### src/rtl/axi_rw_arbiter.sv
// rtl/axi_rw_arbiter.sv - IF/MEM arbiter onto the single rw_* AXI master user port
// Optional: define ARB_ROUND_ROBIN_EN for alternating grants on simultaneous requests.
module axi_rw_arbiter #(
  parameter int          ADDR_WIDTH = 64,
  parameter int          DATA_WIDTH = 64,
  parameter logic [2:0]  IF_SIZE    = 3'b010
) (
  input  logic                  clk,
  input  logic                  rst_n,
  input  logic                  if_req_i,
  input  logic [ADDR_WIDTH-1:0] if_addr_i,
  output logic                  if_ready_o,
  output logic [DATA_WIDTH-1:0] if_rdata_o,
  output logic [1:0]            if_resp_o,
  input  logic                  mem_req_i,
  input  logic                  mem_wen_i,
  input  logic [ADDR_WIDTH-1:0] mem_addr_i,
  input  logic [2:0]            mem_size_i,
  input  logic [DATA_WIDTH-1:0] mem_wdata_i,
  output logic                  mem_ready_o,
  output logic [DATA_WIDTH-1:0] mem_rdata_o,
  output logic [1:0]            mem_resp_o,
  output logic                  rw_id_o,
  output logic                  rw_cen_o,
  output logic                  rw_wen_o,
  output logic [ADDR_WIDTH-1:0] rw_addr_o,
  output logic [2:0]            rw_size_o,
  output logic [DATA_WIDTH-1:0] rw_wdata_o,
  input  logic                  rw_ready_i,
  input  logic [DATA_WIDTH-1:0] rw_rdata_i,
  input  logic [1:0]            rw_resp_i
);

  typedef enum logic [1:0] {IDLE, IF_BUSY, MEM_BUSY, RELEASE} state_t;

  state_t state_q, state_d;
  logic   grant;
  logic   grant_mem;

`ifdef ARB_ROUND_ROBIN_EN
  logic last_grant_q;
`endif

  always_comb begin
    state_d   = state_q;
    grant     = 1'b0;
    grant_mem = 1'b0;
    case (state_q)
      IDLE: begin
        if (if_req_i || mem_req_i) begin
          grant = 1'b1;
`ifdef ARB_ROUND_ROBIN_EN
          // last_grant holds the id of the previous winner; favour the other side
          if (if_req_i && mem_req_i) grant_mem = ~last_grant_q;
          else                       grant_mem = mem_req_i;
`else
          grant_mem = mem_req_i;
`endif
          state_d = grant_mem ? MEM_BUSY : IF_BUSY;
        end
      end
      IF_BUSY, MEM_BUSY: begin
        if (rw_ready_i) state_d = RELEASE;
      end
      RELEASE: state_d = IDLE;
      default: state_d = IDLE;
    endcase
  end

  always_ff @(posedge clk) begin
    if (!rst_n) begin
      state_q    <= IDLE;
      rw_cen_o   <= 1'b0;
      rw_id_o    <= 1'b0;
      rw_wen_o   <= 1'b0;
      rw_addr_o  <= '0;
      rw_size_o  <= 3'b000;
      rw_wdata_o <= '0;
    end else begin
      state_q  <= state_d;
      rw_cen_o <= (state_d == IF_BUSY) || (state_d == MEM_BUSY);
      if (grant) begin
        rw_id_o    <= grant_mem;
        rw_wen_o   <= grant_mem & mem_wen_i;
        rw_addr_o  <= grant_mem ? mem_addr_i  : if_addr_i;
        rw_size_o  <= grant_mem ? mem_size_i  : IF_SIZE;
        rw_wdata_o <= grant_mem ? mem_wdata_i : '0;
      end
    end
  end

`ifdef ARB_ROUND_ROBIN_EN
  always_ff @(posedge clk) begin
    if (!rst_n)     last_grant_q <= 1'b0;
    else if (grant) last_grant_q <= grant_mem;
  end
`endif

  // Completion is routed only while the matching side owns the port
  always_comb begin
    if_ready_o  = rw_ready_i & (state_q == IF_BUSY);
    mem_ready_o = rw_ready_i & (state_q == MEM_BUSY);
    if_resp_o   = (state_q == IF_BUSY)  ? rw_resp_i : 2'b00;
    mem_resp_o  = (state_q == MEM_BUSY) ? rw_resp_i : 2'b00;
    if_rdata_o  = rw_rdata_i;
    mem_rdata_o = rw_rdata_i;
  end

endmodule

### config.mk
export PLATFORM = sky130hd
export DESIGN_NAME = axi_rw_arbiter
export DESIGN_NICKNAME = d
export VERILOG_FILES = /design/src/rtl/axi_rw_arbiter.sv
export SDC_FILE = /design/constraint.sdc
export NUM_CORES = 1
export LEC_CHECK = 0
export ABC_AREA = 0
export CAP_MARGIN = 25
export CORE_AREA = 4 4 206 208
export DETAILED_ROUTE_END_ITERATION = 16
export DIE_AREA = 0 0 210 212
export HOLD_SLACK_MARGIN = 0.06
export PLACE_DENSITY = 0.46
export SLEW_MARGIN = 20
export SYNTH_ARGS = -nofsm -noshare
export SYNTH_HDL_FRONTEND = slang
export SYNTH_SLANG_ARGS = --single-unit
### constraint.sdc
create_clock -name clk -period 1.8 [get_ports clk]
set_input_delay 0.27 -clock clk [delete_from_list [all_inputs] [get_ports clk]]
set_output_delay 0.27 -clock clk [all_outputs]
set_load 0.02 [all_outputs]
### After elaboration in Yosys (flattened, before gate mapping)

Index checks and enable logic that the tools add are counted.

| word-level totals | value |
|---|---|
| bits in registers | 136 |
| bits in latches | 0 |
| bits in writable memories | 0 |
| memory bits (read-only) | 0 |
| input bits | 267 |
| output and inout port bits | 268 |
| word-level logic and storage cells | 32 |
| memories | 0 |

| operators by class | value |
|---|---|
| $add $sub $neg | 0 |
| multipliers | 0 |
| divide/modulo/power cells | 0 |
| $lt $le $gt $ge | 0 |
| equality and inequality tests | 5 |
| shift-type cells | 0 |
| muxes and demuxes | 13 |
| bitwise logic cells | 3 |
| reduce and logical (&&, ||, !) cells | 4 |

Operator list:

| operator | count |
|---|---|
| 2-to-1 mux 64 bit | 2 |
| 2-to-1 mux 2 bit | 5 |
| equality test 2 bit, second input constant | 3 |
| case mux 2 bit (3 select lines) | 1 |
| equality test 2 x 1 -> 1 bit, second input constant | 2 |
| 2-to-1 mux 1 bit | 4 |
| bitwise AND 1 bit | 3 |
| 2-to-1 mux 3 bit | 1 |
| zero test 2 bit | 1 |
| logical OR 1 bit | 2 |
| OR reduction 2 bit | 1 |

### Depth between registers and ports, before layout

Gate-level depths: netlist of run 1.

| logic depth | value |
|---|---|
| depth in word-level cells | 5 |
| mapped depth | 9 |
| depth with buffers taken out | 6 |

### Least setup slack after synthesis of run 1

No wires, ideal clock.

| timing | value |
|---|---|
| path kind | reg2reg |
| from | reg state_q[0] |
| to | reg rw_addr_o[11] |
| setup time | 0.116 ns |
| arrival | 1.447 ns |
| data required time | 1.684 ns |
| setup slack | 0.237 ns |
| stages on the path, launching flop included | 10 |
| buffers on the path | 3 |
| clock period less this slack | 1.563 ns |
| cells stage by stage | dfxtp_1 -> inv_1 -> ha_1 -> and2_1 -> buf_2 -> buf_6 -> buf_6 -> nand2_1 -> nand3_1 -> o211a_1 |

| between the ends | value |
|---|---|
| longest elaborated chain between the ends | 3 |
| elaborated cells on any way between the ends | 4 |
| classes of those cells | mux (3); reduce/logical (1) |

RTL lines:

| item | line | text |
|---|---|---|
| from (decl) | 36 | `state_t state_q, state_d;` |
| from (signal assigned) | 80 | `state_q <= state_d;` |
| zero test 2 bit * | 48 | `case (state_q)` |
| 2-to-1 mux 1 bit | 48 |  |
| 2-to-1 mux 64 bit | 85 | `rw_addr_o <= grant_mem ? mem_addr_i : if_addr_i;` |
| to (signal assigned) | 85 |  |
| to (decl) | 26 | `output logic [ADDR_WIDTH-1:0] rw_addr_o,` |

Every way passes the cells marked *; elsewhere a longest branch is shown, timed or not.
A chain may end at the register's enable or synchronous reset.

### Final worst setup path of run 1

| timing | value |
|---|---|
| from | reg rw_addr_o[45] |
| to | out rw_addr_o[45] |

No word-level cell between the ends.

==> results.tsv, run 1 <==
stage	metric	value	unit
die	row cnt	74	
layout	most frequent cells in the layout	clkdlybuf4s50_1, dfxtp_1, nand2_1	
detailed_routing	WL per Instance	18.30	um
cts	Worst-path clk slew	0.06	ns
timing	Least-Margin Pin Slew	0.4018	ns
layout	antenna cells	0	
timing	worst setup margin	0.07417	ns
placed_design	Final HPWL DP	20.26	mm
cts	CTS tree	yes	
cts	clock latency on the worst-skew pair	0.45	ns
layout	layout net count	1217	
detailed_routing	drc violations	0	
die	Die ar.	44520	um^2
synth	synthesized area per cell	8.838	um^2
critical_path	R2R depth	7	
synth	synthesized area	6558	um^2
hold_path	Worst Hold Class	in -> reg	
layout	Final Cell Area	10460	um^2
flow_run	max-cap viol count	0	
detailed_routing	Final ANT Viol Nets	0	
power	Pleak	0.004497	uW
timing	Clock Skews	0.01220	ns
global_route	global-route wire length before repair	39.42	mm
timing	Setup-failing EPs final	0	
timing	fmax	579.4	MHz
synth	yosys warns	0	
hold_path	Hold Path Stages	3	
detailed_routing	vias per inst	3.924	
die	# IOs	535	
global_route	initial antenna violation count	0	
placed_design	Routability Congestion	0.7291	
layout	filler cell count	4384	
cts	clock sinks	136	
critical_path	R2R Setup Slk	0.15	ns
hold_path	Hold EP	rw_addr_o[58]	
critical_path	worst r2r src	state_q[0]	
cts	H-tree levels	4	
synth	Mapped Nets	1013	
global_route	GRT Util Overall	0.1186	
critical_path	FF-to-FF End	rw_addr_o[55]	
detailed_routing	iteration count of the initial detailed-routing pass	4	
timing	hold_ws	0.3195	ns
critical_path	Crit Path Category	reg -> out	
run_status	outcome	finished clean	
critical_path	CP Data Required Time	1.53	ns
power	Pwr Density	1075	nW/um^2
detailed_routing	Initial DRC Count	209	
placed_design	Placement Setup Slack	-0.04276	ns
cts	TritonCTS Buffers	17	
placed_design	placed cell areas	9812	um^2
cts	Root Buffer	clkbuf_16	
synth	Cells after Synth	742	
synth	Unique masters post-synth	22	
critical_path	crit-path max FO	2	
die	Vert. Die Dim	212	um
layout	commonest non-fill, non-tap cell in the layout	clkdlybuf4s50_1	
critical_path	CP Cell Sequence	clkdlybuf4s50_1	
layout	layout cells sized above 1	0.07716	
critical_path	Crit-path slowest cell	clkdlybuf4s50_1	
placed_design	PortBufs	342	
layout	Synth-to-Final Area Change	59.47	%
timing	min Tclk post-route	1.726	ns
timing	fin. max-slew vios	0	
die	core area	40550	um^2
global_route	gr ovfl total	0	
timing	worst rel slew slack	0.7332	
synth	#FFs+latches synth	136	
detailed_routing	WL final	27.28	mm
critical_path	CP startpoint	rw_addr_o[45]	
die	initial core utilization	0.1617	
global_route	vias in the first global route	6155	
die	Chip Width	210	um
critical_path	CP delay by family, top	buffers and inverters	
timing	RSZ-0062 raised after global routing	true	
critical_path	startpoint types	flip-flop	
timing	Final period util	0.9588	
synth	register area share after synthesis	0.4152	
timing	Fin Setup TNS	0	ns
timing	Fin. Hold Viols	0	
critical_path	CP endpoint kind	output pin	
global_route	largest net degree at the start of global routing	72	
critical_path	CP Buf/Inv Count	1	
detailed_routing	vias	5851	
critical_path	crit path DAT	1.46	ns
cts	Clock Tree Buf Depth	2	
critical_path	CP max stage delay	0.65	ns
power	worst vdd ir	0.6392	mV
hold_path	hold wc startpoint	rst_n	
[layout make-up]
| cell class | instances | area, um^2 | area share |
|---|---|---|---|
| timing repair buffer | 370 | 3816 | 0.3649 |
| inverter | 3 | 11.26 | 0.001077 |
| sequential | 136 | 2728 | 0.2608 |
| clock buffer | 22 | 484.2 | 0.04630 |
| multi-input combinational | 418 | 2586 | 0.2473 |
| clock inverter | 10 | 166.4 | 0.01591 |
| tap | 532 | 665.6 | 0.06365 |
[power breakdown]
| group | switching, uW | leakage, uW | internal (uW) |
|---|---|---|---|
| clock network | 1450 | 0.000313 | 2470 |
| logic | 1850 | 0.00306 | 1820 |
| registers | 226 | 0.00112 | 3430 |
| total | 3530 | 0.00450 | 7720 |
[worst max-delay path by stage]
stage	end	slack (ns)	cells after the start
after floorplan	rw_addr_o[11]	0.24	9
after global placement	mem_resp_o[1]	-0.05	3
after detailed placement	mem_resp_o[1]	-0.04	3
after CTS	mem_resp_o[0]	-0.0003	4
after global routing	if_resp_o[0]	-0.04	4
final	rw_addr_o[45]	0.07	1
[cells in the mapped netlist, drive strengths merged]
cell type / n / area [um^2]
o22ai: 4 / 25.02
nand2b: 1 / 6.260
clkbuf: 30 / 112.6
xnor2: 1 / 8.760
o21a: 2 / 15.01
nand2: 127 / 476.7
a21oi: 3 / 15.01
a22oi: 67 / 503.0
o221a: 1 / 11.26
o211a: 62 / 620.6
inv: 3 / 11.26
and2: 9 / 56.30
nor2b: 70 / 437.9
ha: 4 / 50.05
buf: 155 / 1151
nand3: 62 / 310.3
o21ai: 4 / 20.01
dfxtp: 136 / 2723
nor2: 1 / 3.750
[through the flow]
stage | utilization | std cells | total power (uW)
after floorplan | - | 742 | 5902
after global placement | 0.2419 | 1459 | 7478
after detailed placement | 0.2419 | 1459 | 7487
after CTS | 0.2577 | 1491 | 11530
after global routing | 0.2579 | 1491 | 11890
final | 0.2579 | 1491 | 11250
[logic make-up after synthesis]
family	share of synthesized area
buf+inv	0.1944
simple gates	0.1969
fa+ha+maj	0.007632
compound gates	0.1845
xor+xnor	0.001336
flops	0.4152
[layer usage]
layer,GRT usage,routed length [um],part of all wire,vias up
met2,0.1881,12640,0.46,291
met4,0.05806,1144,0.042,0
li1,-,-,-,2802
met3,0.06566,3105,0.11,83
met1,0.1282,10390,0.38,2675
met5,0.008621,0,0,-
[flip-flops by register name, summed over array words and instances, names as in the netlist]
signal,cells
rw_addr_o,64
rw_id_o,1
state_q,2
rw_cen_o,1
rw_wen_o,1
rw_size_o,3
rw_wdata_o,64
[repair_timing]
action,in CTS,in global routing
hold buffers,0,0
endpoints found under the setup margin,13,9
setup buffers,0,0
gates resized for setup,27,9
No activity file was read; power rests on OpenSTA's default activity.
==> inputs of run 2 (changes only) <==
- GPL_ROUTABILITY_DRIVEN: default -> 0
==> results of run 2 <==
The final DEF is identical to that of run 1; final timing and power are the same.
==> inputs of run 3 (changes only) <==
- CORE_AREA: 4 4 206 208 -> 2 2 207 209
- CTS_BUF_LIST: default -> sky130_fd_sc_hd__clkbuf_2
- DIE_AREA: 0 0 210 212 -> 0 0 209 211
- PLACE_DENSITY: 0.46 -> 0.45
==> results.tsv, run 3 (same netlist as run 1, synthesis figures left out) <==
stage	metric	value	unit
global_route	GRT Util Overall	0.1272	
die	core area	41760	um^2
global_route	global-route wire length before repair	41.88	mm
die	# IOs	535	
cts	clock latency on the worst-skew pair	0.82	ns
hold_path	Worst Hold Class	in -> reg	
run_status	outcome	complete, but fails checks	
critical_path	crit-path max FO	3	
cts	H-tree levels	4	
timing	Least-Margin Pin Slew	0.5661	ns
timing	min Tclk post-route	1.941	ns
timing	RSZ-0062 raised after global routing	true	
flow_run	max-cap viol count	0	
layout	commonest non-fill, non-tap cell in the layout	clkdlybuf4s50_1	
cts	Root Buffer	clkbuf_2	
detailed_routing	WL per Instance	17.50	um
cts	Worst-path clk slew	0.21	ns
cts	TritonCTS Buffers	17	
layout	layout cells sized above 1	0.2861	
global_route	vias in the first global route	6922	
layout	Synth-to-Final Area Change	79.28	%
die	Die ar.	44100	um^2
power	sw power	3527	uW
placed_design	Placement Setup Slack	-0.1500	ns
detailed_routing	Final ANT Viol Nets	0	
layout	layout net count	1422	
global_route	largest net degree at the start of global routing	60	
power	worst vdd ir	0.3480	mV
timing	Setup-failing EPs final	6	
cts	clock sinks	136	
placed_design	Final HPWL DP	20.39	mm
detailed_routing	Initial DRC Count	209	
global_route	initial antenna violation count	2	
detailed_routing	iteration count of the initial detailed-routing pass	4	
die	initial core utilization	0.1570	
timing	fmax	515.3	MHz
timing	worst setup margin	-0.1406	ns
global_route	gr ovfl total	0	
critical_path	Crit Path Category	reg -> out	
critical_path	startpoint types	flip-flop	
timing	Final period util	1.078	
detailed_routing	vias	6721	
detailed_routing	vias per inst	3.935	
cts	CTS tree	yes	
layout	most frequent cells in the layout	clkdlybuf4s50_1, dlygate4sd3_1, nand2_1	
run_status	violated checks	setup timing	
placed_design	placed cell areas	9748	um^2
power	Pleak	0.005359	uW
placed_design	PortBufs	342	
die	Chip Width	209	um
timing	Clock Skews	0.04194	ns
power	part of the power in registers	0.389	
timing	Fin Setup TNS	-0.7618	ns
power	clock power share	0.203	
timing	fin. max-slew vios	0	
timing	worst rel slew slack	0.6226	
timing	Fin. Hold Viols	0	
die	row cnt	75	
power	Int Pwr	6030	uW
critical_path	CP endpoint kind	output pin	
cts	Clock Tree Buf Depth	2	
power	Net Sw Frac	0.3690	
layout	filler cell count	4457	
power	Gate power share	0.408	
power	Pwr Density	812.9	nW/um^2
detailed_routing	WL final	29.89	mm
layout	Largest regs	rw_addr_o: 64 flops, rw_wdata_o: 64 flops, rw_size_o: 3 flops	
critical_path	CP Data Required Time	1.53	ns
die	Vert. Die Dim	211	um
layout	Final Cell Area	11760	um^2
detailed_routing	drc violations	0	
critical_path	crit path DAT	1.67	ns
run 3: cell count changes in the layout (fill, tap and decap cells not counted), sizes merged, moves of 2 or more:
cell and delta:
dlygate4sd2 -7, dlymetal6s2s -6, bufinv -2, clkdlybuf4s50 -121, diode +5, clkinv +5, dlygate4sd3 +191, buf +145
run 3: stage by stage:
| step | instances | hold WS [ns] | power, uW | utilization |
|---|---|---|---|---|
| after floorplan | 742 | 0.4407 | 5902 | - |
| after global placement | 1468 | 0.4782 | 7406 | 0.2334 |
| after detailed placement | 1468 | 0.4845 | 7398 | 0.2334 |
| after CTS | 1695 | 0.06316 | 9599 | 0.2766 |
| after global routing | 1707 | 0.09359 | 10190 | 0.2815 |
| final | 1708 | 0.2011 | 9557 | 0.2815 |
run 3: path summary, 6_finish.rpt:
path                        from             end  slack, ns  cells past startpoint
hold reg to reg    rw_addr_o[54]   rw_addr_o[54]       0.51                      1
setup reg to reg      state_q[1]  rw_wdata_o[48]       0.12                      9
hold / removal    mem_addr_i[45]   rw_addr_o[45]       0.20                      4
setup / recovery      state_q[1]     mem_ready_o      -0.14                      4
run 3: critical path: stages (launching register included):
cell and delay, ns:
dfxtp_2 0.37, buf_6 0.12, ha_4 0.15, and2_4 0.13
buf_6 0.12
run 3: repair_timing:
action                                  4_1_cts  5_1_grt
resized for setup                           749        8
hold endpoints to repair                    136        0
endpoints found under the setup margin      140       38
hold buffers                                191        0
gates cloned                                  0        5
pin swaps                                     1        1
setup buffers                                 4        3
run 3: power by group through the flow:
| stage | Combinational (uW) | Clock [uW] | Sequential [uW] |
|---|---|---|---|
| floorplan | 1710 | 0 | 4190 |
| global placement | 3700 | 0 | 3710 |
| detailed placement | 3680 | 0 | 3720 |
| CTS | 3770 | 2110 | 3720 |
| global route | 4220 | 2190 | 3780 |
| finish | 3900 | 1940 | 3720 |
run 3: per-layer routing:
layer,routed length (um),vias to the layer above,share of wire,global-route usage
li1,-,3227,-,-
met1,11960,3111,0.40,0.1418
met2,14400,294,0.48,0.2130
met3,2205,89,0.074,0.04535
met4,1327,0,0.044,0.06798
met5,0,-,0,0
run 3: cell type report:
cell class | instances | area (um^2) | area share
clock inverter | 13 | 130.1 | 0.01107
timing repair buffer | 575 | 5338 | 0.4540
clock buffer | 19 | 95.09 | 0.008089
inverter | 3 | 13.76 | 0.001171
tap | 539 | 674.4 | 0.05736
sequential | 136 | 2856 | 0.2430
multi-input combinational | 418 | 2636 | 0.2242
antenna | 5 | 12.51 | 0.001064
